`src/rtl/adc_pack_pkg.sv`:
```
// adc_pack_pkg: shared widths and default sizing for the ADC byte packer and its FIFO.
package adc_pack_pkg;
   localparam int DEPTH   = 8;
   localparam int BYTES   = 3;
   localparam int BOARD_W = 4;
   localparam int BYTE_W  = 8;
   localparam int WORD_W  = BOARD_W + BYTE_W * BYTES;
   localparam int LEVEL_W = $clog2(DEPTH) + 1;
endpackage

```
`src/rtl/pack_fifo.sv`:
```
// pack_fifo: synchronous FIFO with occupancy count; push into full succeeds only alongside a pop.
module pack_fifo #(
   parameter int DEPTH = 8,
   parameter int W     = 28
) (
   input  logic                     clk,
   input  logic                     rst_n,
   input  logic                     push,
   input  logic                     pop,
   input  logic [W-1:0]             din,
   output logic [W-1:0]             dout,
   output logic                     empty,
   output logic                     full,
   output logic [$clog2(DEPTH):0]   level
);
   localparam int AW = $clog2(DEPTH);
   logic [W-1:0] mem [DEPTH];
   logic [AW-1:0] wp, rp;
   logic wr, rd;
   assign rd    = pop && !empty;
   assign wr    = push && (!full || rd);
   assign empty = level == '0;
   assign full  = level == (AW+1)'(DEPTH);
   assign dout  = mem[rp];
   always_ff @(posedge clk)
      if (wr) mem[wp] <= din;
   always_ff @(posedge clk or negedge rst_n)
      if (!rst_n) begin
         wp    <= '0;
         rp    <= '0;
         level <= '0;
      end else begin
         if (wr) wp <= wp + AW'(1);
         if (rd) rp <= rp + AW'(1);
         level <= level + (AW+1)'(wr) - (AW+1)'(rd);
      end
endmodule

```
`src/rtl/adc_pack_fifo.sv`:
```
// adc_pack_fifo: packs strobed ADC bytes plus a board tag into words and queues them for a memory writer.
module adc_pack_fifo
   import adc_pack_pkg::BOARD_W, adc_pack_pkg::BYTE_W;
#(
   parameter int DEPTH = adc_pack_pkg::DEPTH,
   parameter int BYTES = adc_pack_pkg::BYTES
) (
   input  logic                              FRC_IN,
   input  logic                              _RES_HARD,
   input  logic                              CLK_BUFER,
   input  logic                              WRITE_BUFER,
   input  logic [BOARD_W-1:0]                COUNT_BOARD,
   input  logic [BYTE_W-1:0]                 DATA_IN,
   input  logic                              MEM_RDY,
   output logic                              MEM_WE,
   output logic [BOARD_W+BYTE_W*BYTES-1:0]   MEM_DATA,
   output logic [$clog2(DEPTH):0]            FIFO_LEVEL,
   output logic                              OVERRUN,
   output logic                              FRAME_ERR
);
   localparam int WW = BOARD_W + BYTE_W * BYTES;
   localparam int IW = BYTES > 1 ? $clog2(BYTES) : 1;
   localparam logic [IW-1:0] LAST = IW'(BYTES - 1);
   logic cb_q, wb_q, cb_edge, wb_edge, push_q, pop, empty, full, misaligned;
   logic [IW-1:0] idx, idx_n;
   logic [BOARD_W-1:0] tag, tag_n;
   logic [BYTES-1:0][BYTE_W-1:0] slots, slots_n;
   logic [WW-1:0] word_q, head;
   assign cb_edge    = CLK_BUFER && !cb_q;
   assign wb_edge    = WRITE_BUFER && !wb_q;
   assign idx_n      = cb_edge ? (idx == LAST ? '0 : idx + IW'(1)) : idx;
   assign tag_n      = (cb_edge && idx == '0) ? COUNT_BOARD : tag;
   // alignment is judged after any coinciding capture has advanced idx
   assign misaligned = wb_edge && idx_n != '0;
   assign pop        = MEM_RDY && !empty;
   assign MEM_WE     = !empty;
   assign MEM_DATA   = empty ? '0 : head;
   always_comb begin
      slots_n = slots;
      if (cb_edge) slots_n[idx] = DATA_IN;
   end
   always_ff @(posedge FRC_IN or negedge _RES_HARD)
      if (!_RES_HARD) begin
         cb_q      <= 1'b0;
         wb_q      <= 1'b0;
         idx       <= '0;
         tag       <= '0;
         slots     <= '0;
         push_q    <= 1'b0;
         word_q    <= '0;
         FRAME_ERR <= 1'b0;
         OVERRUN   <= 1'b0;
      end else begin
         cb_q      <= CLK_BUFER;
         wb_q      <= WRITE_BUFER;
         slots     <= slots_n;
         tag       <= tag_n;
         push_q    <= cb_edge && idx == LAST;
         word_q    <= {tag_n, slots_n};
         idx       <= misaligned ? '0 : idx_n;
         FRAME_ERR <= misaligned;
         if (push_q && full && !pop) OVERRUN <= 1'b1;
      end
   pack_fifo #(.DEPTH(DEPTH), .W(WW)) u_fifo (
      .clk   (FRC_IN),
      .rst_n (_RES_HARD),
      .push  (push_q),
      .pop   (pop),
      .din   (word_q),
      .dout  (head),
      .empty (empty),
      .full  (full),
      .level (FIFO_LEVEL)
   );
endmodule

```
`config.mk`:
```
export PLATFORM = sky130hd
export DESIGN_NAME = adc_pack_fifo
export DESIGN_NICKNAME = d
export VERILOG_FILES = /design/src/rtl/adc_pack_pkg.sv /design/src/rtl/pack_fifo.sv /design/src/rtl/adc_pack_fifo.sv
export SDC_FILE = /design/constraint.sdc
export NUM_CORES = 1
export LEC_CHECK = 0
export BUFFER_PORTS_ARGS = -buffer_cell sky130_fd_sc_hd__buf_2
export CELL_PAD_IN_SITES_DETAIL_PLACEMENT = 0
export CELL_PAD_IN_SITES_GLOBAL_PLACEMENT = 1
export CORE_MARGIN = 2
export CORE_UTILIZATION = 58
export CTS_CLUSTER_SIZE = 40
export DETAILED_ROUTE_END_ITERATION = 8
export PLACE_DENSITY = 0.92
export SETUP_SLACK_MARGIN = 0.02
export SYNTH_ARGS = -nofsm -noshare
export SYNTH_HDL_FRONTEND = slang
export SYNTH_SLANG_ARGS = --single-unit
```
`constraint.sdc`:
```
create_clock -name FRC_IN -period 7.15 [get_ports FRC_IN]
set_clock_uncertainty 0.05 [all_clocks]
set_input_delay 0.715 -clock FRC_IN [delete_from_list [all_inputs] [get_ports FRC_IN]]
set_output_delay 0.715 -clock FRC_IN [all_outputs]
set_load 0.01 [all_outputs]
```
* Word level (Yosys, flattened, before mapping)
Memories as Yosys holds them, arrays and structs flattened.
Index checks and enable logic that the tools add are counted.
** Operators by class
- $add $sub $neg :: 5
- Order comparisons :: 2
- Eq/ne operators :: 2
- Muxes and demuxes :: 11
- Reduce and logical (&&, ||, !) cells :: 20
** Operators by type and width (number)
- 28-bit two-way mux :: 1
- 24-bit bitwise mux :: 1
- 24-bit two-way mux :: 1
- 8-bit demux with 2-bit select :: 1
- 1-bit logical AND :: 11
- 8-bit two-way mux :: 1
- 3-bit by 1-bit adder with 3-bit output (second input constant) :: 2
- 2-bit two-way mux :: 3
- 1-bit zero test :: 5
- 4-bit by 1-bit adder with 4-bit output :: 1
- 4-bit == test (second input constant) :: 1
- 4-bit zero test :: 1
- 4-bit two-way mux :: 1
- 4-bit by 1-bit subtractor with 4-bit output :: 1
- 2-bit by 3-bit less-than comparator with 1-bit output (second input constant) :: 1
- 2-bit by 1-bit adder with 2-bit output (second input constant) :: 1
- 2-bit == test (second input constant) :: 1
- 2-bit by 1-bit >= comparator with 1-bit output (second input constant) :: 1
- 2-bit zero test :: 1
- 1-bit two-way mux :: 2
- 2-bit nonzero test :: 1
- 1-bit logical OR :: 1
** Storage, ports and cells
- Register bits after elaboration :: 73
- RAM bits :: 224
- Input bits :: 17
- Output and inout port bits :: 35
- Memories kept :: 1
** Memory list
- u_fifo.mem :: depth 8, bits a word 28, read ports 1, clocked after Yosys merged registers in 0, wr ports 1, line pack_fifo.sv:17 : logic [W-1:0] mem [DEPTH];

* Logic depth before layout (Yosys ltp)
- Depth in word-level cells :: 8
- Depth in mapped cells :: 11
- Depth with buffers taken out :: 11

* Modules after synthesis
A second synthesis with hierarchy kept.
** Unflattened totals
- Cells, all modules :: 496
- Area total of the unflattened synthesis :: 10702.8 sq um
** By module, submodules not included
- pack_fifo :: times used 1, cells an instance 383, area an instance 9172.5 sq um, sequential area each 6976.7 sq um
- adc_pack_fifo :: times used 1, cells an instance 113, area an instance 1530.2 sq um, sequential area each 875.8 sq um

* Least setup slack after synthesis
No wires, ideal clock.
- Kind :: register to register
- From :: reg u_fifo.level[2]
- To :: mem u_fifo.mem[0][0] (enable)
- Setup time :: 0.484 ns
- Data arrival time :: 3.711 ns
- Path slack :: 2.905 ns
- Stages on the path, launching flop included :: 6
- Buffers on the path :: 0
- Cell sequence :: dfrtp_1 -> inv_1 -> ha_1 -> and2b_2 -> o21ai_4 -> nor4_1
** On the way
- Cells in the longest elaborated chain, start to end :: 8
- Elaborated cells between the ends (all ways) :: 10
- Classes of those cells :: 1 x eq/ne; 2 x mux; 7 x reduce/logical
** RTL lines
- start, declared :: line pack_fifo.sv:14 : output logic [$clog2(DEPTH):0] level
- start signal, assigned :: line pack_fifo.sv:35 : level <= level + (AW+1)'(wr) - (AW+1)'(rd);
- 4-bit zero test :: line pack_fifo.sv:22 : assign empty = level == '0;
- 1-bit zero test :: line pack_fifo.sv:20, adc_pack_fifo.sv:35
- 1-bit logical AND :: line adc_pack_fifo.sv:35 : assign pop = MEM_RDY && !empty;
- 1-bit logical AND :: line pack_fifo.sv:20 : assign rd = pop && !empty;
- 1-bit logical OR * :: line pack_fifo.sv:21 : assign wr = push && (!full || rd);
- 1-bit logical AND * :: line pack_fifo.sv:21
- 1-bit two-way mux * :: line pack_fifo.sv:26 : if (wr) mem[wp] <= din;
- 1-bit two-way mux (not written as such) * :: line pack_fifo.sv:26
- end, declared :: line pack_fifo.sv:17
Every way passes the cells marked *; elsewhere a longest branch is shown, timed or not.

* Worst setup path after layout
- From :: reg u_fifo.rp[0]
- To :: out MEM_DATA[18]
** On the way
- Cells in the longest elaborated chain, start to end :: 2
** RTL lines
- start, declared :: line pack_fifo.sv:18 : logic [AW-1:0] wp, rp;
- start signal, assigned :: line pack_fifo.sv:34 : if (rd) rp <= rp + AW'(1);
- memory 8 x 28 bit
- 28-bit two-way mux :: line adc_pack_fifo.sv:37 : assign MEM_DATA = empty ? '0 : head;
- end, declared :: line adc_pack_fifo.sv:16 : output logic [BOARD_W+BYTE_W*BYTES-1:0] MEM_DATA,
No other way between the ends.

==> impl_metrics.tcl <==
set metrics [dict create \
    dieArea_sq_um 18800 \
    cts_setup_buffers 0 \
    ys_ff_latch 269 \
    status "finished, final reports clean" \
    grt_max_degree 53 \
    grt_pass1_vias 5155 \
    final_hold_viol_count 0 \
    rows 48 \
    layout.nets 564 \
    final_common_cell "edfxtp_1" \
    clock_latency_ns 0.51 \
    fin_tns_setup_ns 0 \
    grt_pass1_wl_um 30500 \
    cp-start-kind "flip-flop" \
    arrival_ns 2.95 \
    cap_viol_max_count 0 \
    layout_min_cycle_time_ns 3.72 \
    finalCritPeriodShare_pct 52.0 \
    p_leak_uw 0.00405 \
    timing.slew.headroom_pct 48.9 \
    ioPinCount 52 \
    place_hpwl_um 10400 \
    grtUsageTotal_pct 22.5 \
    drive_gt1_share_pct 37.2 \
    ys_warn_count 0 \
    htreeDepth 1 \
    final_cell_mix "edfxtp_1, mux4_2, buf_2, dfrtp_1, mux2_2" \
    drc 0 \
    postCtsHoldBufs 0 \
    die_h_um 137 \
    syn-cell-area_sq_um 10300 \
    area_growth_pct 12.7 \
    die_x_um 137 \
    io_buffers 51 \
    cts_buffer_depth 3 \
    initial_core_util_pct 59.4 \
    slew_violations 0 \
    grt_setup_unrepaired "false" \
    worst_ep_required_time_ns 6.38 \
    fmax_ghz 0.269 \
    antenna_found_initial 0 \
    ys_seq_area_share_pct 76.2 \
    cts_num_sinks 269 \
    drt_first_pass_iters 4 \
    core_sq_um 17400 \
    grt_use_met2_pct 37.3 \
    critPathCaptureType "primary output" \
    synth_nets 491 \
    synth_area_per_cell_sq_um 22.2 \
    ctsRootBufferMaster "clkbuf_16" \
    grt_overflow 0 \
    clk_pin_slew_ns 0.06 \
    cts.repair.resized 0 \
    hold_class "input port to async pin" \
    use_met1_pct 31.5 \
    async_flop_share_pct 16.7 \
    grt_most_used_layer "met2" \
    max-vdd-ir-drop_uv 253 \
    synth_ff_type "edfxtp_1" \
    gp_congestion 0.759 \
    antenna_left 0 \
    vias_per_cell 6.23 \
    crit_path_max_fanout 36 \
    cts_tree "built" \
    wirelength_um 20100 \
    p_per_area_nw_per_um2 388 \
    postSynthCellCount 465 \
    wire_per_inst_um 25.9 \
    n_antenna_cell 0 \
    finish.utilization_pct 66.9 \
    finalSetupViolations 0 \
    synth_edf_count 224 \
    worstSetupPathType "flip-flop to primary output" \
    synth.distinct_cells 38 \
    use_met3_pct 3.53 \
    cts_made_buffers 25 \
    first_iter_violations 563 \
    worst_slew_pin_slew_ns 0.766 \
    vias 4854 \
]
## power by group
group / switching [uW] / total [uW] / leakage (uW) / internal [uW]
Sequential: 210 / 2130 / 0.00257 / 1920
Clock: 526 / 1230 / 0.000359 / 703
Combinational: 543 / 1140 / 0.00112 / 593
Total: 1280 / 4500 / 0.00405 / 3220
## layer usage
layer | up-vias | share of wire [%]
li1 | 2060 | -
met1 | 2560 | 40
met2 | 196 | 51
met3 | 38 | 6.4
met4 | 0 | 2.4
met5 | - | 0
## cell families after synthesis
| group | share of synthesized area (%) |
|---|---|
| and+or+nand+nor | 1.62 |
| xor gates and xnor gates | 0.510 |
| adders and majority gates | 1.17 |
| AOI/OAI and AO/OA | 3.15 |
| DFF | 76.2 |
| buffers and inverters | 1.74 |
| muxes | 15.6 |
## worst paths after layout
path                                       from              end  cells past startpoint  slack, ns
min in group FRC_IN                 WRITE_BUFER             wb_q                      1       0.27
worst max-delay path               u_fifo.rp[0]     MEM_DATA[18]                      4       3.43
worst min register to register          OVERRUN          OVERRUN                      1       0.44
worst max register to register  u_fifo.level[2]  u_fifo.level[1]                     11       4.55
worst min-delay path                  _RES_HARD       word_q[25]                      2       0.25
max in group asynchronous             _RES_HARD     u_fifo.rp[0]                      2       6.31
## synthesized netlist by cell type, types with 2 or more instances
cell	number	area, sq um
nand2b_1	3	18.8
buf_6	3	33.8
a21oi_1	3	15.0
a22o_1	23	201
mux2_2	30	338
inv_1	10	37.5
buf_8	2	30.0
nor3_1	4	20.0
nor2_1	7	26.3
a22o_2	5	50.1
dfrtp_1	45	1130
o211ai_1	2	15.0
xnor2_1	5	43.8
buf_2	8	40.0
ha_1	8	100
edfxtp_1	224	6730
buf_4	3	22.5
mux4_2	56	1260
clkbuf_1	4	15.0
nand2_1	2	7.51
## registers in the layout (all words and copies together), names as in the netlist
name	count
FRAME_ERR	1
u_fifo.mem	224
cb_q	1
idx	2
wb_q	1
word_q	27
u_fifo.level	4
OVERRUN	1
tag	1
u_fifo.rp	3
u_fifo.wp	3
push_q	1
## metrics by stage
step	cell area (sq um)	worst slack, ns	std cells	hold WS [ns]	power [uW]
after detailed placement	10900	3.90	736	0.420	3310
after CTS	11600	3.34	779	0.252	4540
after floorplan	10300	2.91	465	0.369	2960
after global routing	11600	3.23	779	0.264	4700
after global placement	10900	3.94	736	0.410	3260
final	11600	3.43	779	0.246	4500
## critical path, cell delays in order, from the launching register on
cell and delay (ns):
dfrtp_4 0.72, buf_4 0.67, mux4_2 0.61, a22o_1 0.27
buf_2 0.14
## cell type report
class / count / area, sq um
fillers: 1042 / 5750
flip-flops and latches: 269 / 7860
well taps: 225 / 282
multi-input cells: 166 / 2320
inverters: 10 / 37.5
clock buffers: 39 / 698
clock inverters: 4 / 47.5
repair buffers: 66 / 368
(Power assumes the default switching activity.)
